**config.mk**
```make
export PLATFORM = sky130hd
export DESIGN_NAME = eespfal_phase_sequencer
export DESIGN_NICKNAME = d
export VERILOG_FILES = /design/src/rtl/eespfal_phase_sequencer.sv
export SDC_FILE = /design/constraint.sdc
export NUM_CORES = 1
export LEC_CHECK = 0
export ABC_CLOCK_PERIOD_IN_PS = 1900
export CAP_MARGIN = 30
export CORE_MARGIN = 2
export CORE_UTILIZATION = 56
export CTS_CLUSTER_DIAMETER = 150
export DETAILED_ROUTE_END_ITERATION = 8
export DONT_BUFFER_PORTS = 1
export GPL_ROUTABILITY_DRIVEN = 0
export PLACE_DENSITY = 0.77
export SYNTH_ARGS = -nofsm -noshare
export SYNTH_HDL_FRONTEND = slang
export SYNTH_SLANG_ARGS = --single-unit
```
**constraint.sdc**
```tcl
create_clock -name clk_top -period 1.9 [get_ports clk_top]
set_input_delay 0.285 -clock clk_top [delete_from_list [all_inputs] [get_ports clk_top]]
set_output_delay 0.285 -clock clk_top [all_outputs]
set_load 0.02 [all_outputs]
```
**src/rtl/eespfal_phase_sequencer.sv**
```systemverilog
// eespfal_phase_sequencer
//
// Sequences one evaluation of a BIT_SIZE-lane EESPFAL switch datapath:
// latch operands, drive them dual-rail, ramp the per-lane power clocks one
// lane per phase step, sample the dual-rail switch outputs, discharge all
// lanes, then pulse done.
//
// Parameters
//   BIT_SIZE     lane count of the sequenced datapath
//   HOLD_CYCLES  clk_top cycles per phase step and per discharge (1..255)
//
// Ports
//   clk_top                  system clock, rising edge
//   rst_top                  synchronous active-high reset
//   start                    request an evaluation (sampled in IDLE only)
//   abort                    cancel an evaluation during LOAD/EVAL
//   x_in, k_in               single-rail operands
//   s_fb, s_bar_fb           dual-rail switch outputs
//   x_drv/x_bar_drv          dual-rail drive of the latched x operand
//   k_drv/k_bar_drv          dual-rail drive of the latched k operand
//   ph_clk                   per-lane power-clock enables (cumulative)
//   ph_dis                   per-lane discharge enables
//   dis_phase                global discharge strobe
//   busy                     evaluation in progress
//   done                     one-cycle completion pulse
//   s_out, err               sampled result and rail-violation flag
//   aborted                  last evaluation was cancelled

module eespfal_phase_sequencer #(
  parameter int unsigned BIT_SIZE    = 4,
  parameter int unsigned HOLD_CYCLES = 4
) (
  input  logic                clk_top,
  input  logic                rst_top,
  input  logic                start,
  input  logic                abort,
  input  logic [BIT_SIZE-1:0] x_in,
  input  logic [BIT_SIZE-1:0] k_in,
  input  logic [BIT_SIZE-1:0] s_fb,
  input  logic [BIT_SIZE-1:0] s_bar_fb,
  output logic [BIT_SIZE-1:0] x_drv,
  output logic [BIT_SIZE-1:0] x_bar_drv,
  output logic [BIT_SIZE-1:0] k_drv,
  output logic [BIT_SIZE-1:0] k_bar_drv,
  output logic [BIT_SIZE-1:0] ph_clk,
  output logic [BIT_SIZE-1:0] ph_dis,
  output logic                dis_phase,
  output logic                busy,
  output logic                done,
  output logic [BIT_SIZE-1:0] s_out,
  output logic                err,
  output logic                aborted
);

  localparam int unsigned    PhW       = (BIT_SIZE > 1) ? $clog2(BIT_SIZE) : 1;
  localparam logic [PhW-1:0] PhaseLast = PhW'(BIT_SIZE - 1);
  // 8 bits covers the full legal HOLD_CYCLES range; counts down to zero.
  localparam logic [7:0]     HoldLast  = 8'(HOLD_CYCLES - 1);

  typedef enum logic [2:0] {
    StIdle,
    StLoad,
    StEval,
    StSample,
    StDischarge,
    StDone
  } state_e;

  state_e               state_q, state_d;
  logic [PhW-1:0]       phase_q, phase_d;
  logic [7:0]           cnt_q, cnt_d;
  logic [BIT_SIZE-1:0]  x_q, x_d;
  logic [BIT_SIZE-1:0]  k_q, k_d;
  logic [BIT_SIZE-1:0]  s_out_q, s_out_d;
  logic                 err_q, err_d;
  logic                 aborted_q, aborted_d;

  logic                 step_end;
  logic                 last_phase;

  assign step_end   = (cnt_q == 8'd0);
  assign last_phase = (phase_q == PhaseLast);

  // State register
  always_ff @(posedge clk_top) begin
    if (rst_top) begin
      state_q   <= StIdle;
      phase_q   <= '0;
      cnt_q     <= '0;
      x_q       <= '0;
      k_q       <= '0;
      s_out_q   <= '0;
      err_q     <= 1'b0;
      aborted_q <= 1'b0;
    end else begin
      state_q   <= state_d;
      phase_q   <= phase_d;
      cnt_q     <= cnt_d;
      x_q       <= x_d;
      k_q       <= k_d;
      s_out_q   <= s_out_d;
      err_q     <= err_d;
      aborted_q <= aborted_d;
    end
  end

  // Next-state and datapath update
  always_comb begin
    state_d   = state_q;
    phase_d   = phase_q;
    cnt_d     = cnt_q;
    x_d       = x_q;
    k_d       = k_q;
    s_out_d   = s_out_q;
    err_d     = err_q;
    aborted_d = aborted_q;

    unique case (state_q)
      StIdle: begin
        // start wins over a simultaneous abort here
        if (start) begin
          state_d   = StLoad;
          x_d       = x_in;
          k_d       = k_in;
          aborted_d = 1'b0;
        end
      end

      StLoad: begin
        cnt_d   = HoldLast;
        phase_d = '0;
        if (abort) begin
          state_d   = StDischarge;
          aborted_d = 1'b1;
        end else begin
          state_d = StEval;
        end
      end

      StEval: begin
        if (abort) begin
          state_d   = StDischarge;
          cnt_d     = HoldLast;
          aborted_d = 1'b1;
        end else if (step_end) begin
          if (last_phase) begin
            state_d = StSample;
          end else begin
            phase_d = phase_q + 1'b1;
            cnt_d   = HoldLast;
          end
        end else begin
          cnt_d = cnt_q - 8'd1;
        end
      end

      StSample: begin
        state_d = StDischarge;
        cnt_d   = HoldLast;
        s_out_d = s_fb;
        // A lane with equal rails has not resolved to a valid dual-rail value.
        err_d   = |(~(s_fb ^ s_bar_fb));
      end

      StDischarge: begin
        if (step_end) begin
          state_d = StDone;
        end else begin
          cnt_d = cnt_q - 8'd1;
        end
      end

      StDone: begin
        state_d = StIdle;
        phase_d = '0;
        cnt_d   = '0;
      end

      default: begin
        state_d = StIdle;
        phase_d = '0;
        cnt_d   = '0;
      end
    endcase
  end

  // Outputs decoded from the registered state
  always_comb begin
    x_drv     = '0;
    x_bar_drv = '0;
    k_drv     = '0;
    k_bar_drv = '0;
    ph_clk    = '0;
    ph_dis    = '0;
    dis_phase = 1'b0;
    busy      = (state_q != StIdle);
    done      = 1'b0;

    unique case (state_q)
      StLoad, StEval, StSample: begin
        x_drv     = x_q;
        x_bar_drv = ~x_q;
        k_drv     = k_q;
        k_bar_drv = ~k_q;
        if (state_q == StSample) begin
          ph_clk = '1;
        end else if (state_q == StEval) begin
          // Lanes up to and including the current phase stay powered.
          for (int j = 0; j < BIT_SIZE; j++) begin
            ph_clk[j] = (PhW'(j) <= phase_q);
          end
        end
      end
      StDischarge: begin
        ph_dis    = '1;
        dis_phase = 1'b1;
      end
      StDone: begin
        done = 1'b1;
      end
      default: ;
    endcase
  end

  assign s_out   = s_out_q;
  assign err     = err_q;
  assign aborted = aborted_q;

endmodule

```
==> results_dict.tcl <==
set metrics [dict create \
    status "finished, violations left" \
    violations "hold timing" \
    cts_root_buffer "clkbuf_4" \
    core_um2 2690 \
    ant_nets 0 \
    grt_pass1_wl_mm 5.60 \
    ys_ff_latch 27 \
    slowest_delay_ns 0.53 \
    end_kind "flip-flop" \
    fmax_mhz 535 \
    wl_per_cell_um 15.7 \
    p_leak_uw 0.000729 \
    critPathRequiredTime_ns 2.17 \
    track_usage_pct 21.7 \
    antenna_found_initial 0 \
    die_y_um 56.4 \
    path_class "reg2reg" \
    crit_path_max_fanout 5 \
    vias 1446 \
    placementRows 19 \
    timing.final.setup_violations 0 \
    cp-start-kind "flip-flop" \
    timing.hold.ws_ns -0.000568 \
    route.detailed.drc 0 \
    synth_fp_nets 220 \
    yosys.cell_types.count 46 \
    design_area_um2 1750 \
    die_area_um2 3180 \
    power.density_nw_per_um2 989 \
    cts-htree-levels 1 \
    die_w_um 56.4 \
    place_inst 229 \
    hold_violations 1 \
    fin_nets 232 \
    relSlewSlack_pct 72.6 \
    layoutNonFillerInstCount 237 \
    fin_crit_ns 1.87 \
    syn_avg_cell_area_um2 7.89 \
    layout-drive-gt1-share_pct 21.8 \
    clk_pin_slew_worst_paths_ns 0.14 \
    slew_viol_final 0 \
    clock_latency_ns 0.32 \
    rsz0062_at_grt "yes" \
    dpl_cell_area_um2 1600 \
    globalRouteOverflowTotal 0 \
    yosys_warnings 0 \
    cts_tree "yes" \
    synth_seq_area_share_pct 35.2 \
    area_growth_pct 13.8 \
    start_util_pct 57.2 \
    path_cells "inv_2, ha_1, nor3b_4, and2_4, a32oi_4, or4b_4, a21oi_2" \
    min_path_type "in2reg" \
    cp_slowest_cell "or4b_4" \
    synth_cells 195 \
    drv_cap 0 \
    cts_buffers 3 \
    dp_hpwl_mm 2.49 \
    drt-total-wl_mm 3.72 \
    drtIter0Drc 59 \
    finalPower_uw 1730 \
    synth_edf_count 0 \
    ioPinCount 53 \
    ir_drop_uv 788 \
    worst-path-buf-inv 1 \
    yosysTopAreaCell "dfxtp_1" \
    antennaDiodeCount 0 \
    first_global_vias 1358 \
    vias_per_cell 6.10 \
    synth_top_flop_cell "dfxtp_1" \
    grt_start_max_net_pins 23 \
    yosysTopAreaCellShare_pct 35.2 \
    finClkSkew_ns 0.00657 \
    clkSinkCount 27 \
    postSynth.asyncResetShare_pct 0 \
    finalCritPeriodShare_pct 98.4 \
    synth_area_leaders "dfxtp_1, nand2_1, a21oi_1" \
    first_pass_iters 4 \
    clockBufferDepth 2 \
    syn_area_um2 1540 \
    tightest_slew_ns 0.410 \
    critical_path_arrival_ns 2.14 \
    io_buffers 0 \
    critPathTopFamily "simple AND/OR/NAND/NOR gates" \
]
[registers in the layout (all words and copies together) (netlist names)]
register	flops
x_q	4
err	1
aborted	1
state_q	3
k_q	4
phase_q	2
cnt_q	8
s_out	4
[layout by cell type (no fill, tap or decap), types with 2 or more instances in the layout]
cell type and n:
nand2_1 29, dfxtp_1 24, nor2_1 21, a21oi_1 19
buf_4 17, and3_1 9, xor2_1 8, nand3_1 6
inv_1 5, ha_1 5, nor2_2 3, nor3_1 3
a21oi_2 3, o211ai_1 3, or3_1 3, o21ai_0 3
or4_1 3, clkbuf_4 3, dlygate4sd3_1 3, inv_2 2
a31oi_1 2, dfxtp_2 2
[final cells by class]
class                      count  area (µm²)
fill                         215         936
multi-input combinational    146         933
inverter                       8        32.5
timing repair buffer          21         173
sequential                    27         547
clock buffer                   4        26.3
tap                           31        38.8
[metrics by stage]
stage / setup TNS (ns) / utilization (%) / setup slack [ns]
after floorplan: 0 / - / 0.0351
after global placement: 0 / 59.7 / 0.134
after detailed placement: 0 / 59.7 / 0.0388
after CTS: 0 / 60.9 / 0.00321
after global routing: -0.311 / 65.2 / -0.0664
final: 0 / 65.2 / 0.0299
[logic make-up after synthesis]
family	count (synthesis)	share of synthesized area (%)
XOR/XNOR	9	5.13
AND/OR/NAND/NOR	90	29.4
AO/OA/AOI/OAI	41	17.2
flip-flops	27	35.2
adder cells (fa/ha/maj)	6	4.72
buffers and inverters	22	8.46
[cell usage after synthesis (all sizes together) (2+ instances only)]
library cell and instances:
and2 2, or3 3, buf 6, o21ai 4, nor2 24, ha 5
nor4 2, clkbuf 7, nand3 6, o211ai 3, or4 3, and3 9
a31oi 2, a21oi 22, inv 8, nor3 3, xor2 8, dfxtp 27
nand2 31
[worst paths after layout]
check / startpoint / end / slack (ns) / cells after the start
hold / removal: rst_top / cnt_q[1] / -0.0006 / 1
setup reg to reg: cnt_q[1] / phase_q[1] / 0.03 / 7
hold reg to reg: k_q[2] / k_q[2] / 0.47 / 2
setup / recovery: cnt_q[1] / phase_q[1] / 0.03 / 7
[metal layers]
layer / share of wire, % / GRT usage [%] / vias to the layer above
met5: 0 / 0 / -
met2: 51 / 37.8 / 65
li1: - / - / 694
met4: 1.2 / 8.84 / 0
met1: 40 / 25.6 / 681
met3: 7.7 / 5.07 / 6
[where the power goes]
part           internal, µW  switching, µW  total [µW]
logic                   334            430         763
registers               635           89.3         724
clock network          82.3            161         244
total                  1050            680        1730
[what timing repair did]
| item | CTS | global route |
|---|---|---|
| endpoints found under the setup margin | 6 | 17 |
| hold buffers | 0 | 3 |
| hold endpoints to repair | 0 | 16 |
| gates resized for setup | 2 | 22 |
| buffers inserted | 0 | 1 |
| pin swaps | 0 | 2 |
(Power assumes the default switching activity.)
